`src/rtl/hazard_ctrl_unit.sv`:
```
// Stateful hazard controller for the 5-stage RV32I pipeline: EX operand forwarding,
// load-use bubbles, multi-cycle redirect flushes, data-memory freeze and a stall counter.
module hazard_ctrl_unit #(
    parameter int REG_ADDR_W      = 5,
    parameter int LOAD_USE_STALLS = 1,
    parameter int FLUSH_CYCLES    = 1,
    parameter int CNT_W           = 16
) (
    input  logic                  clk,
    input  logic                  rst,
    input  logic [REG_ADDR_W-1:0] id_rs1,
    input  logic [REG_ADDR_W-1:0] id_rs2,
    input  logic                  id_use_rs1,
    input  logic                  id_use_rs2,
    input  logic [REG_ADDR_W-1:0] ex_rs1,
    input  logic [REG_ADDR_W-1:0] ex_rs2,
    input  logic [REG_ADDR_W-1:0] ex_rd,
    input  logic                  ex_mem_read,
    input  logic [REG_ADDR_W-1:0] mem_rd,
    input  logic [REG_ADDR_W-1:0] wb_rd,
    input  logic                  mem_reg_write,
    input  logic                  wb_reg_write,
    input  logic                  is_branch,
    input  logic                  jump,
    input  logic                  dmem_req,
    input  logic                  dmem_ready,
    input  logic                  perf_clr,
    output logic [1:0]            fwda_select,
    output logic [1:0]            fwdb_select,
    output logic                  stall_if,
    output logic                  stall_id,
    output logic                  bubble_ex,
    output logic                  flush_if,
    output logic                  flush_id,
    output logic                  stall_all,
    output logic [CNT_W-1:0]      stall_count
);

    typedef enum logic [1:0] {
        IDLE     = 2'd0,
        LOAD_USE = 2'd1,
        FLUSH    = 2'd2,
        MEM_WAIT = 2'd3
    } state_t;

    localparam logic [REG_ADDR_W-1:0] REG_ZERO  = {REG_ADDR_W{1'b0}};
    localparam logic [2:0]            LU_INIT   = 3'(LOAD_USE_STALLS > 1 ? LOAD_USE_STALLS - 2 : 0);
    localparam logic [2:0]            FL_INIT   = 3'(FLUSH_CYCLES > 1 ? FLUSH_CYCLES - 2 : 0);
    localparam logic [CNT_W-1:0]      CNT_MAX   = {CNT_W{1'b1}};
    localparam logic [CNT_W-1:0]      CNT_ONE   = {{(CNT_W-1){1'b0}}, 1'b1};

    state_t           state_r, next_state_s, idle_next_s;
    logic [2:0]       cnt_r, cnt_next_s, idle_cnt_s;
    logic [CNT_W-1:0] stall_count_r;
    logic             redirect_s, mem_wait_s, load_use_s;
    logic             idle_lu_s, idle_flush_s, idle_stall_all_s;
    logic             lu_out_s, flush_out_s, stall_all_out_s;

    // MEM result has priority over WB; x0 is never forwarded.
    function automatic logic [1:0] fwd_sel(input logic [REG_ADDR_W-1:0] rs);
        if (mem_reg_write && (mem_rd == rs) && (rs != REG_ZERO)) begin
            return 2'b01;
        end else if (wb_reg_write && (wb_rd == rs) && (rs != REG_ZERO)) begin
            return 2'b10;
        end else begin
            return 2'b00;
        end
    endfunction

    assign fwda_select = fwd_sel(ex_rs1);
    assign fwdb_select = fwd_sel(ex_rs2);

    assign redirect_s = is_branch | jump;
    assign mem_wait_s = dmem_req & ~dmem_ready;
    assign load_use_s = ex_mem_read & (ex_rd != REG_ZERO) &
                        ((id_use_rs1 & (id_rs1 == ex_rd)) | (id_use_rs2 & (id_rs2 == ex_rd)));

    // Decision taken from IDLE; reused by MEM_WAIT on release and by LOAD_USE on redirect.
    always_comb begin
        idle_next_s      = IDLE;
        idle_cnt_s       = cnt_r;
        idle_lu_s        = 1'b0;
        idle_flush_s     = 1'b0;
        idle_stall_all_s = 1'b0;
        if (mem_wait_s) begin
            idle_stall_all_s = 1'b1;
            idle_next_s      = MEM_WAIT;
        end else if (redirect_s) begin
            idle_flush_s = 1'b1;
            if (FLUSH_CYCLES > 1) begin
                idle_next_s = FLUSH;
                idle_cnt_s  = FL_INIT;
            end else begin
                idle_next_s = IDLE;
            end
        end else if (load_use_s) begin
            idle_lu_s = 1'b1;
            if (LOAD_USE_STALLS > 1) begin
                idle_next_s = LOAD_USE;
                idle_cnt_s  = LU_INIT;
            end else begin
                idle_next_s = IDLE;
            end
        end else begin
            idle_next_s = IDLE;
        end
    end

    // Next-state and control outputs; a memory stall inside LOAD_USE/FLUSH freezes the count.
    always_comb begin
        next_state_s    = state_r;
        cnt_next_s      = cnt_r;
        lu_out_s        = 1'b0;
        flush_out_s     = 1'b0;
        stall_all_out_s = 1'b0;
        if (rst) begin
            next_state_s = IDLE;
            cnt_next_s   = 3'd0;
        end else begin
            case (state_r)
                IDLE: begin
                    next_state_s    = idle_next_s;
                    cnt_next_s      = idle_cnt_s;
                    lu_out_s        = idle_lu_s;
                    flush_out_s     = idle_flush_s;
                    stall_all_out_s = idle_stall_all_s;
                end
                LOAD_USE: begin
                    if (mem_wait_s) begin
                        lu_out_s        = 1'b1;
                        stall_all_out_s = 1'b1;
                    end else if (redirect_s) begin
                        next_state_s = idle_next_s;
                        cnt_next_s   = idle_cnt_s;
                        flush_out_s  = idle_flush_s;
                    end else begin
                        lu_out_s = 1'b1;
                        if (cnt_r == 3'd0) begin
                            next_state_s = IDLE;
                        end else begin
                            cnt_next_s = cnt_r - 3'd1;
                        end
                    end
                end
                FLUSH: begin
                    flush_out_s = 1'b1;
                    if (mem_wait_s) begin
                        stall_all_out_s = 1'b1;
                    end else if (cnt_r == 3'd0) begin
                        next_state_s = IDLE;
                    end else begin
                        cnt_next_s = cnt_r - 3'd1;
                    end
                end
                MEM_WAIT: begin
                    if (!dmem_ready) begin
                        stall_all_out_s = 1'b1;
                    end else begin
                        next_state_s    = idle_next_s;
                        cnt_next_s      = idle_cnt_s;
                        lu_out_s        = idle_lu_s;
                        flush_out_s     = idle_flush_s;
                        stall_all_out_s = idle_stall_all_s;
                    end
                end
                default: begin
                    next_state_s = IDLE;
                    cnt_next_s   = 3'd0;
                end
            endcase
        end
    end

    // State and bubble/flush down-counter.
    always_ff @(posedge clk) begin
        if (rst) begin
            state_r <= IDLE;
            cnt_r   <= 3'd0;
        end else begin
            state_r <= next_state_s;
            cnt_r   <= cnt_next_s;
        end
    end

    // Saturating stall-cycle counter; clear has priority over counting.
    always_ff @(posedge clk) begin
        if (rst) begin
            stall_count_r <= {CNT_W{1'b0}};
        end else if (perf_clr) begin
            stall_count_r <= {CNT_W{1'b0}};
        end else if ((stall_all_out_s || lu_out_s) && (stall_count_r != CNT_MAX)) begin
            stall_count_r <= stall_count_r + CNT_ONE;
        end else begin
            stall_count_r <= stall_count_r;
        end
    end

    assign stall_if    = lu_out_s;
    assign stall_id    = lu_out_s;
    assign bubble_ex   = lu_out_s;
    assign flush_if    = flush_out_s;
    assign flush_id    = flush_out_s;
    assign stall_all   = stall_all_out_s;
    assign stall_count = stall_count_r;

endmodule

```
`config.mk`:
```
export PLATFORM = sky130hd
export DESIGN_NAME = hazard_ctrl_unit
export DESIGN_NICKNAME = d
export VERILOG_FILES = /design/src/rtl/hazard_ctrl_unit.sv
export SDC_FILE = /design/constraint.sdc
export NUM_CORES = 1
export LEC_CHECK = 0
export BUFFER_PORTS_ARGS = -buffer_cell sky130_fd_sc_hd__buf_2
export CORE_MARGIN = 2
export CORE_UTILIZATION = 52
export CTS_CLUSTER_SIZE = 24
export DETAILED_ROUTE_END_ITERATION = 6
export PLACE_DENSITY = 0.86
export SETUP_SLACK_MARGIN = 0.15
export SYNTH_ARGS = -nofsm -noshare
export SYNTH_HDL_FRONTEND = slang
export SYNTH_SLANG_ARGS = --single-unit
```
`constraint.sdc`:
```
create_clock -name clk -period 4.9 [get_ports clk]
set_input_delay 0.98 -clock clk [delete_from_list [all_inputs] [get_ports clk]]
set_output_delay 0.98 -clock clk [all_outputs]
set_load 0.05 [all_outputs]
```
After elaboration in Yosys (flattened, before gate mapping)
Cells that the tools add are included.

operators by class
  mux-type cells = 35
  bitwise operators = 9
  eq/ne operators = 14
  add/subtract/negate cells = 2
  reductions and logical operators = 20

operators by type and width
  cell                                                  count
  equality test 5 bit                                   6
  2-to-1 mux 2 bit                                      10
  adder 16 x 1 -> 16 bit (second input constant)        1
  2-to-1 mux 1 bit                                      16
  != test 16 bit (second input constant)                1
  nonzero test 5 bit                                    3
  2-to-1 mux 3 bit                                      4
  logical AND 1 bit                                     9
  != test 2 bit (second input constant)                 4
  case mux 2 bit (4 select lines)                       1
  case mux 3 bit (2 select lines)                       1
  AND 1 bit                                             5
  equality test 2 bit (second input constant)           2
  case mux 1 bit (4 select lines)                       1
  AND reduction 4 bit                                   1
  OR reduction 2 bit                                    2
  zero test 3 bit                                       1
  case mux 1 bit (3 select lines)                       1
  AND reduction 3 bit                                   1
  OR reduction 3 bit                                    1
  subtractor 3 x 1 -> 3 bit (second input constant)     1
  equality test 2 x 1 -> 1 bit (second input constant)  1
  zero test 2 bit                                       1
  NOT 1 bit                                             2
  3 further kinds                                       4

word-level totals
  register bits = 21
  word-level logic and storage cells = 83

Depth between registers and ports, before layout
Gate-level depths: netlist of run 1.

  word-level depth = 12
  mapped depth = 9

Worst setup path before layout of run 1
Ideal clock, no wire load.

  path type = input to output
  start point = input port ex_rs1[1]
  end point = output port fwda_select[1]
  arrival time = 3.454 ns
  slack = 0.466 ns
  stages on the path = 4
  path through = or4_1 -> nor2_1 -> nor4_1 -> nor4_1

on the way
  cells in the longest elaborated chain, start to end = 5
  elaborated cells on any way between the ends = 9
  classes of those cells = eq/ne: 2; mux: 2; reduce/logical: 5

ends and longest elaborated chain
  what                            RTL line  source
  start: declaration              15        input logic [REG_ADDR_W-1:0] ex_rs1,
  equality test 5 bit             63        end else if (wb_reg_write && (wb_rd == rs) && (rs != REG_ZERO)) begin
  logical AND 1 bit (2 in a row)  63
  2-to-1 mux 2 bit                63
  2-to-1 mux 2 bit (*)            61        if (mem_reg_write && (mem_rd == rs) && (rs != REG_ZERO)) begin
  end: declaration                28        output logic [1:0] fwda_select,

Mark *: on every way between the ends. The rest lies on a longest branch, timed or not.

Worst setup path after layout of run 1
  start point = input port ex_rs2[1]
  end point = output port fwdb_select[1]

on the way
  cells in the longest elaborated chain, start to end = 5
  elaborated cells on any way between the ends = 9
  classes of those cells = eq/ne: 2; mux: 2; reduce/logical: 5

ends and longest elaborated chain
  what                            RTL line  source
  start: declaration              16        input logic [REG_ADDR_W-1:0] ex_rs2,
  equality test 5 bit             63
  logical AND 1 bit (2 in a row)  63
  2-to-1 mux 2 bit                63
  2-to-1 mux 2 bit (*)            61
  end: declaration                29        output logic [1:0] fwdb_select,

Marked as above.

==> flow_summary_export.csv, run 1 <==
group,metric,value,unit
status,status,"finished, final reports clean",
grt,largest_net_degree_at_the_start_of_global_routing,28,
placement,dp.cells,327,
power,netSwitchingPower,0.1059,mW
clocking,cts-root-buf,"sky130_fd_sc_hd__clkbuf_4",
grt,vias_in_the_first_global_route,1681,
setup_path,critPathArrivalTime,2.44,ns
drt,drt-initial-drc-count,87,
run,maxCapViolCount,0,
yosys,synthDominantAreaCellType,"sky130_fd_sc_hd__dfxtp_1",
drt,drc,0,
placement,routabilityCongestion,0.7810,
power,clockPowerShare,23.5,%
setup_path,cell_type_of_the_slowest_stage_on_the_worst_timing_path,"sky130_fd_sc_hd__or4_1",
floorplan,initial_utilization,53.64,%
finish,most_common_cell_after_layout_fill_and_taps_aside,"sky130_fd_sc_hd__buf_2",
drt,routed_wire_length_per_instance,12.16,um
clocking,clkSlewWorstSetupHoldPaths,0.11,ns
sta,layout_min_cycle_time,3.418,ns
grt,track_usage,20.09,%
yosys,synthCells,218,
clocking,postCtsResizedCells,0,
clocking,postCtsSetupRepairBufs,0,
finish,post_layout_nonfiller_instances,331,
power,switching_share,30.24,%
setup_path,worstPathCellList,"buf_2 > or4_1 > nor2_1 > nor4_1 > nor4_1 > buf_2",
sta,fin_ws,1.482,ns
clocking,cts_tree,"done",
placement,io_buffer_count,72,
grt,antenna_found_initial,0,
setup_path,timing.critical_path.slowest_cell_delay,0.52,ns
yosys,postSynth.topFlopCell,"sky130_fd_sc_hd__dfxtp_1",
yosys,postSynthAreaPerCell,8.081,um2
floorplan,coreArea,3284,um2
worst_hold_path,hold_path_class,"register to register",
yosys,syn_area,1762,um2
yosys,synth_sequential_area_ratio,23.86,%
clocking,cts-buffers-inserted,3,
sta,drv_slew,0,
placement,place.detailed.hpwl,3.192,mm
power,power.leakage,0.8285,nW
floorplan,io_pins,73,
yosys,yosysWarningCount,0,
floorplan,floorplan.die_area,3869,um2
floorplan,rows,21,
power,power.share.sequential,49.4,%
yosys,ys_top_cells_by_area,"sky130_fd_sc_hd__dfxtp_1 (24%), sky130_fd_sc_hd__xnor2_1 (13%), sky130_fd_sc_hd__ha_1 (5.7%), sky130_fd_sc_hd__or4_1 (4.7%), sky130_fd_sc_hd__a21oi_1 (4.3%)",
finish,seq_area,420.4,um2
placement,place_worst_setup_slack,1.499,ns
grt,grt_remaining_overflow,0,
yosys,synth-seq-cells,21,
sta,max_freq,0.2926,GHz
yosys,synth_top_area_share,23.86,%
setup_path,critPathCaptureType,"output pin",
setup_path,highest_fanout_seen_on_the_critical_path,3,
yosys,syn-num-nets,273,
grt,grt_pass1_wl,6.630,mm
drt,drtPass1Iterations,4,
finish,n_antenna_cell,0,
sta,worst_slew_margin_rel,50.89,%
floorplan,fp.dieW,62.21,um
sta,final_min_period_over_clock_period,69.75,%
yosys,synth_cell_type_count,45,
floorplan,vertical_die_dimension,62.21,um
power,cell_internal_pwr,0.2444,mW
finish,multiInputGateArea,1237,um2
setup_path,cp_data_required_time,3.92,ns
placement,placedInstanceArea,2113,um2
drt,routed_wl,4.024,mm
clocking,htree_levels,1,
sta,clock_skew,0.002930,ns
finish,fill_cells,293,
yosys,synthArstFlopShare,0,%
drt,avgViaCountPerCell,5.577,
power,comb_power_share,27.1,%
finish,drive_above_1_share,33.68,%
drt,postRouteAntennaNets,0,
finish,layout_stage_area_growth_over_the_synthesis_result,21.45,%
finish,finalInstanceArea,2140,um2
sta,finalHoldViolations,0,
drt,via_count,1846,
sta,grt_setup_unrepaired,"false",
sta,worst_pin_slew,0.7366,ns
yosys,synth-edff-count,0,
setup_path,timing_worst_setup_path_type,"input pin to output pin",
clocking,cts_hold_buffers,0,
clocking,clk_latency,0.30,ns
setup_path,crit_path_start_kind,"input pin",
power,vdd_drop_max,0.06553,mV
clocking,numClockSinks,21,
power,fin_total_pwr,0.3504,mW
sta,setup_tns,0,ns
clocking,max-clock-path-buffers,2,
sta,final-setup-viol-count,0,
finish,final_cell_mix,"sky130_fd_sc_hd__buf_2 (72), sky130_fd_sc_hd__xnor2_1 (27), sky130_fd_sc_hd__dfxtp_1 (21)",
power,power_density,163.8,nW/um2
finish,num-nets-final,341,
-- logic make-up (layout without fill, tap and decap cells) --
family	count (synthesis)	count (layout)	share of synthesized area (%)
AND/OR/NAND/NOR	94	94	29.90
AO/OA/AOI/OAI	46	46	19.25
XOR/XNOR	31	31	15.41
flip-flops	21	21	23.86
buffers and inverters	18	85	5.895
adder cells (fa/ha/maj)	8	8	5.682
-- cell usage after synthesis, types with 3 or more instances --
library cell               instances
sky130_fd_sc_hd__inv_1             8
sky130_fd_sc_hd__nor2_1           13
sky130_fd_sc_hd__nor3_1            6
sky130_fd_sc_hd__xor2_1            4
sky130_fd_sc_hd__o21ai_2           5
sky130_fd_sc_hd__xnor2_1          27
sky130_fd_sc_hd__nand4_1           7
sky130_fd_sc_hd__nand2_1          19
sky130_fd_sc_hd__buf_4             3
sky130_fd_sc_hd__dfxtp_1          21
sky130_fd_sc_hd__or2_2             4
sky130_fd_sc_hd__or3_1             5
sky130_fd_sc_hd__nor2b_1           3
sky130_fd_sc_hd__o31ai_1           4
sky130_fd_sc_hd__ha_1              8
sky130_fd_sc_hd__or4_1            11
sky130_fd_sc_hd__a21oi_1          15
sky130_fd_sc_hd__o211ai_1          3
sky130_fd_sc_hd__nand3_1           9
sky130_fd_sc_hd__a21oi_2           6
sky130_fd_sc_hd__nor4_1            6
-- sequential cells by signal (all words and copies together), names as in the netlist --
| register | flops |
|---|---|
| cnt_r | 3 |
| stall_count | 16 |
| state_r | 2 |
-- area by class of cell --
class,instances,share of cell area [%]
Multi-Input combinational cell,179,57.84
Timing Repair Buffer,73,17.19
Tap cell,46,2.690
Inverter,8,1.404
Sequential cell,21,19.65
Clock buffer,4,1.228
-- final timing paths --
check	start	endpoint	slack, ns	cells after the start
hold reg to reg	cnt_r[1]	cnt_r[1]	0.46	2
hold / removal	cnt_r[1]	cnt_r[1]	0.46	2
setup / recovery	ex_rs2[1]	fwdb_select[1]	1.48	6
setup reg to reg	state_r[0]	stall_count[7]	2.54	7
-- per-stage QoR --
stage          util (%)  hold slack, ns
3_3_place_gp      64.34          0.4436
3_5_place_dp      64.34          0.4482
2_1_floorplan         -          0.4363
4_1_cts           65.14          0.4669
6_report          65.14          0.4641
5_1_grt           65.14          0.4862
-- power groups by stage --
stage	Clock, mW	Combinational, mW	Sequential, mW
final	0.0823	0.0951	0.173
after global routing	0.0907	0.104	0.173
after CTS	0.0848	0.0955	0.173
after detailed placement	0	0.0950	0.177
after floorplan	0	0.0614	0.177
after global placement	0	0.0936	0.177
-- worst max-delay path: cells and delay by family --
kind / cells / cell delay (ns)
buffers and inverters: 2 / 0.43
and+or+nand+nor: 4 / 1.02
-- routing by layer --
| metal | part of all wire (%) | GRT usage (%) |
|---|---|---|
| met5 | 0 | 0 |
| met4 | 1.3 | 6.667 |
| met1 | 42 | 22.07 |
| met3 | 7.0 | 3.442 |
| met2 | 50 | 38.72 |
Note: power is estimated with default switching activity, not from simulation.
==> run 2, diff against run 1 <==
--- a/config.mk
+++ b/config.mk
@@ -7,10 +7,10 @@
 export LEC_CHECK = 0
 export BUFFER_PORTS_ARGS = -buffer_cell sky130_fd_sc_hd__buf_2
 export CORE_MARGIN = 2
-export CORE_UTILIZATION = 52
+export CORE_UTILIZATION = 44
 export CTS_CLUSTER_SIZE = 24
 export DETAILED_ROUTE_END_ITERATION = 6
-export PLACE_DENSITY = 0.86
+export PLACE_DENSITY = 0.77
 export SETUP_SLACK_MARGIN = 0.15
 export SYNTH_ARGS = -nofsm -noshare
 export SYNTH_HDL_FRONTEND = slang
==> constraint.sdc (replaced) <==
create_clock -name clk -period 2.95 [get_ports clk]
set_input_delay 0.59 -clock clk [delete_from_list [all_inputs] [get_ports clk]]
set_output_delay 0.59 -clock clk [all_outputs]
set_load 0.05 [all_outputs]
==> run 2 against run 1 <==
Non-clock buffer count up 2. Combinational power up 72%. Clock skew about the same.
==> flow_summary_export.csv, run 2 (same netlist as run 1, synthesis figures left out) <==
group,metric,value,unit
status,status,"finished, final reports clean",
drt,met3_wirelength,202,um
drt,drt-initial-drc-count,55,
finish,layout_stage_area_growth_over_the_synthesis_result,25.99,%
grt,antenna_found_initial,0,
worst_hold_path,hold_path_class,"register to register",
grt,grt_pass1_wl,6.851,mm
power,power_density,288.4,nW/um2
floorplan,fp.dieW,67.28,um
sta,setup_tns,0,ns
finish,most_common_cell_after_layout_fill_and_taps_aside,"sky130_fd_sc_hd__buf_2",
placement,place.detailed.hpwl,3.398,mm
drt,routed_wire_length_per_instance,12.28,um
placement,routabilityCongestion,0.8893,
floorplan,coreArea,3744,um2
drt,drc,0,
clocking,htree_levels,1,
sta,drv_slew,0,
sta,layout_min_cycle_time,2.668,ns
finish,drive_above_1_share,36.59,%
finish,num-nets-final,343,
grt,vias_in_the_first_global_route,1640,
clocking,postCtsSetupRepairBufs,0,
sta,grt_setup_unrepaired,"false",
grt,track_usage,19.17,%
power,vdd_drop_max,0.1859,mV
finish,post_layout_nonfiller_instances,335,
power,power.leakage,0.8506,nW
grt,grt_remaining_overflow,0,
setup_path,timing_worst_setup_path_type,"input pin to output pin",
sta,final-setup-viol-count,0,
setup_path,critPathCaptureType,"output pin",
finish,largest_register_ff_count,16,
setup_path,cp_data_required_time,2.36,ns
finish,final_cell_mix,"sky130_fd_sc_hd__buf_2 (72), sky130_fd_sc_hd__xnor2_1 (27), sky130_fd_sc_hd__dfxtp_1 (21)",
setup_path,critPathArrivalTime,2.08,ns
floorplan,floorplan.die_area,4526,um2
drt,drtPass1Iterations,4,
clocking,numClockSinks,21,
clocking,cts_hold_buffers,0,
power,fin_total_pwr,0.6401,mW
floorplan,io_pins,73,
floorplan,rows,22,
sta,final_min_period_over_clock_period,90.45,%
drt,via_count,1798,
sta,clock_skew,0.002525,ns
clocking,cts-root-buf,"sky130_fd_sc_hd__clkbuf_8",
drt,routed_wl,4.114,mm
floorplan,vertical_die_dimension,67.28,um
clocking,postCtsResizedCells,0,
drt,wl_met2,2.054,mm
drt,postRouteAntennaNets,0,
clocking,max-clock-path-buffers,2,
clocking,clk_latency,0.26,ns
setup_path,highest_fanout_seen_on_the_critical_path,3,
clocking,cts_tree,"done",
setup_path,crit_path_start_kind,"input pin",
finish,fill_cells,362,
run,maxCapViolCount,0,
clocking,cts-buffers-inserted,3,
drt,avgViaCountPerCell,5.367,
sta,max_freq,0.3748,GHz
sta,worst_slew_margin_rel,46.89,%
sta,worst_pin_slew,0.7906,ns
finish,n_antenna_cell,0,
drt,drt-met1-wl,1.828,mm
drt,topRoutingLayerUsed,"met4",
clocking,clkSlewWorstSetupHoldPaths,0.08,ns
finish,layout.core_utilization,59.29,%
placement,dp.cells,331,
sta,finalHoldViolations,0,
grt,largest_net_degree_at_the_start_of_global_routing,21,
placement,io_buffer_count,72,
floorplan,initial_utilization,47.06,%
-- run 2: changes by cell type in the layout (fill, tap and decap cells not counted), sizes merged --
cell / delta
clkinv: +1
clkbuf: -1
buf: +2
-- run 2: worst max-delay path, stage by stage --
cell and delay (ns):
sky130_fd_sc_hd__buf_2 0.12, sky130_fd_sc_hd__or4_1 0.51, sky130_fd_sc_hd__nor2_1 0.24, sky130_fd_sc_hd__nor4_2 0.11, sky130_fd_sc_hd__nor4_4 0.20, sky130_fd_sc_hd__buf_2 0.30
-- run 2: worst paths after layout --
kind / startpoint / end / slack (ns) / cells past startpoint
max reg2reg: state_r[0] / stall_count[0] / 0.58 / 8
min reg2reg: cnt_r[1] / cnt_r[1] / 0.46 / 2
min: cnt_r[1] / cnt_r[1] / 0.46 / 2
max: ex_rs2[1] / fwdb_select[1] / 0.28 / 6
-- run 2: final cells by class --
type	count	area [um2]	area share, %
Multi-Input combinational cell	179	1280	57.67
Clock buffer	3	41.29	1.860
Tap cell	48	60.06	2.706
Timing Repair Buffer	75	382.9	17.25
Inverter	8	30.03	1.353
Clock inverter	1	5.005	0.2255
Sequential cell	21	420.4	18.94
-- run 2: layer usage --
layer	GRT usage [%]	up-vias
li1	-	935
met1	23.37	818
met2	34.78	41
met3	4.000	4
met4	3.571	0
met5	0	-
-- run 2: power by group --
group / internal [mW] / total, mW / switching (mW) / leakage [nW]
Sequential: 0.285 / 0.287 / 0.00216 / 0.169
Clock: 0.0941 / 0.189 / 0.0951 / 0.0255
Combinational: 0.0709 / 0.164 / 0.0929 / 0.656
Total: 0.450 / 0.640 / 0.190 / 0.851
-- run 2: per-stage QoR --
stage               cell area [um2]  hold slack, ns  setup WS, ns
finish                         2220          0.4578        0.2818
detailed placement             2173          0.4475        0.2570
CTS                            2220          0.4591        0.2703
global placement               2173          0.4424        0.2973
global route                   2220          0.5072        0.2402
floorplan                      1804          0.4363      -0.05005
==> run 3, diff against run 2 <==
==> constraint.sdc (replaced) <==
create_clock -name clk -period 2.95 [get_ports clk]
set_input_delay 0.59 -clock clk [delete_from_list [all_inputs] [get_ports clk]]
set_output_delay 0.59 -clock clk [all_outputs]
set_load 0.01 [all_outputs]
==> run 3 against run 2 <==
Sequential power barely moved. Worst setup slack better by 0.17 ns. Final cell count decreased by 0.30%. Routed wire length decreased by 1.6%. Power fell by 3.7%. Non-clock buffer count is 1 lower. Critical path type unchanged. Largest power group unchanged.
==> flow_summary_export.csv, run 3 (same netlist as run 1, synthesis figures left out) <==
group,metric,value,unit
setup_path,worst_path_most_repeated_cell,"sky130_fd_sc_hd__buf_2",
grt,antenna_found_initial,0,
finish,n_antenna_cell,0,
setup_path,cell_type_of_the_slowest_stage_on_the_worst_timing_path,"sky130_fd_sc_hd__and4bb_4",
clocking,postCtsSetupRepairBufs,0,
power,power.share.sequential,46.6,%
sta,drv_slew,0,
finish,drive_above_1_share,33.92,%
clocking,htree_levels,1,
power,clockPowerShare,30.2,%
drt,drt-initial-drc-count,128,
grt,track_usage,18.73,%
setup_path,timing.critical_path.buf_inv,2,
finish,largest_register_ff_count,16,
sta,final-setup-viol-count,0,
clocking,clk_latency,0.26,ns
clocking,cts-buffers-inserted,3,
drt,routed_wl,4.049,mm
drt,drtPass1Iterations,4,
clocking,postCtsResizedCells,0,
floorplan,rows,22,
finish,layout_stage_area_growth_over_the_synthesis_result,23.08,%
sta,worst_pin_slew,0.5200,ns
status,status,"finished, final reports clean",
sta,finalHoldViolations,0,
setup_path,timing_worst_setup_path_type,"input pin to output pin",
grt,vias_in_the_first_global_route,1599,
power,power_density,284.4,nW/um2
setup_path,critPathCaptureType,"output pin",
power,netSwitchingPower,0.1666,mW
worst_hold_path,hold_path_class,"register to register",
setup_path,crit_path_start_kind,"input pin",
floorplan,io_pins,73,
drt,avgViaCountPerCell,5.353,
sta,max_freq,0.4008,GHz
setup_path,timing.critical_path.slowest_cell_delay,0.31,ns
floorplan,floorplan.die_area,4526,um2
placement,place.detailed.hpwl,3.268,mm
drt,via_count,1788,
sta,worst_slew_margin_rel,64.97,%
setup_path,highest_fanout_seen_on_the_critical_path,5,
finish,final_cell_mix,"sky130_fd_sc_hd__buf_2 (72), sky130_fd_sc_hd__xnor2_1 (27), sky130_fd_sc_hd__dfxtp_1 (21)",
placement,routabilityCongestion,0.8384,
floorplan,fp.dieW,67.28,um
sta,clock_skew,0.001540,ns
floorplan,vertical_die_dimension,67.28,um
sta,layout_min_cycle_time,2.495,ns
power,switching_share,27.02,%
drt,drc,0,
sta,grt_setup_unrepaired,"false",
setup_path,setup.reg_to_reg.worst_slack,0.56,ns
finish,layout.core_utilization,57.92,%
finish,num-nets-final,342,
grt,largest_net_degree_at_the_start_of_global_routing,28,
sta,final_min_period_over_clock_period,84.57,%
grt,grt_remaining_overflow,0,
drt,routed_wire_length_per_instance,12.12,um
clocking,cts_hold_buffers,0,
power,power.leakage,0.8406,nW
clocking,clkSlewWorstSetupHoldPaths,0.07,ns
sta,setup_tns,0,ns
run,maxCapViolCount,0,
power,vdd_drop_max,0.1395,mV
clocking,cts_tree,"done",
floorplan,coreArea,3744,um2
power,cell_internal_pwr,0.4501,mW
grt,grt_pass1_wl,6.748,mm
setup_path,worstPathCellList,"buf_2 > nor2b_1 > nor3_1 > and4bb_4 > nand2_1 > a21oi_1 > buf_2",
drt,postRouteAntennaNets,0,
setup_path,dominant_delay_contributor_by_cell_family_on_the_critical_path,"simple AND/OR/NAND/NOR gates",
clocking,cts-root-buf,"sky130_fd_sc_hd__clkbuf_8",
clocking,numClockSinks,21,
setup_path,cp_data_required_time,2.36,ns
floorplan,initial_utilization,47.06,%
power,comb_power_share,23.3,%
setup_path,critPathArrivalTime,1.90,ns
placement,io_buffer_count,72,
clocking,max-clock-path-buffers,2,
finish,most_common_cell_after_layout_fill_and_taps_aside,"sky130_fd_sc_hd__buf_2",
## run 3: worst reg2reg max path, stage by stage (launching register included)
cell and delay [ns]:
sky130_fd_sc_hd__dfxtp_1 0.38, sky130_fd_sc_hd__inv_1 0.10, sky130_fd_sc_hd__ha_1 0.28, sky130_fd_sc_hd__or2_2 0.33, sky130_fd_sc_hd__o21bai_1 0.27, sky130_fd_sc_hd__a31oi_4 0.04, sky130_fd_sc_hd__buf_4 0.24, sky130_fd_sc_hd__or4_1 0.54
sky130_fd_sc_hd__a21oi_1 0.15
## run 3: metal layers
layer  up-vias  wire length (um)  global-route usage, %
met5         -                 0                      0
met4         0                42                  4.592
met3         4               292                  2.500
met2        66              1924                  34.28
met1       788              1790                  23.04
li1        930                 -                      -
## run 3: area by class of cell
| class | instances | area, um2 |
|---|---|---|
| Fill cell | 378 | 1575 |
| Multi-Input combinational cell | 179 | 1237 |
| Sequential cell | 21 | 420.4 |
| Timing Repair Buffer | 74 | 375.4 |
| Tap cell | 48 | 60.06 |
| Clock buffer | 4 | 45.04 |
| Inverter | 8 | 30.03 |
## run 3: final timing paths
| check | from | to | cells past startpoint |
|---|---|---|---|
| setup reg to reg | state_r[0] | stall_count[7] | 8 |
| setup / recovery | dmem_req | stall_if | 7 |
| hold / removal | cnt_r[1] | cnt_r[1] | 2 |
| hold reg to reg | cnt_r[1] | cnt_r[1] | 2 |
## run 3: per-stage QoR
stage	cell area (um2)	instances	power, mW	hold WS (ns)	setup slack (ns)
after floorplan	1762	218	0.3814	0.4363	0.5867
after global placement	2123	330	0.4350	0.4452	0.4692
after detailed placement	2123	330	0.4375	0.4536	0.4518
after CTS	2168	334	0.6210	0.4647	0.4431
after global routing	2168	334	0.6500	0.4754	0.2706
final	2168	334	0.6167	0.4619	0.4551
## run 3: power groups by stage
stage	Sequential [mW]	Combinational, mW	Clock [mW]
2_1_floorplan	0.294	0.0878	0
5_1_grt	0.287	0.160	0.202
3_3_place_gp	0.294	0.141	0
6_report	0.287	0.144	0.186
3_5_place_dp	0.294	0.144	0
4_1_cts	0.287	0.144	0.190
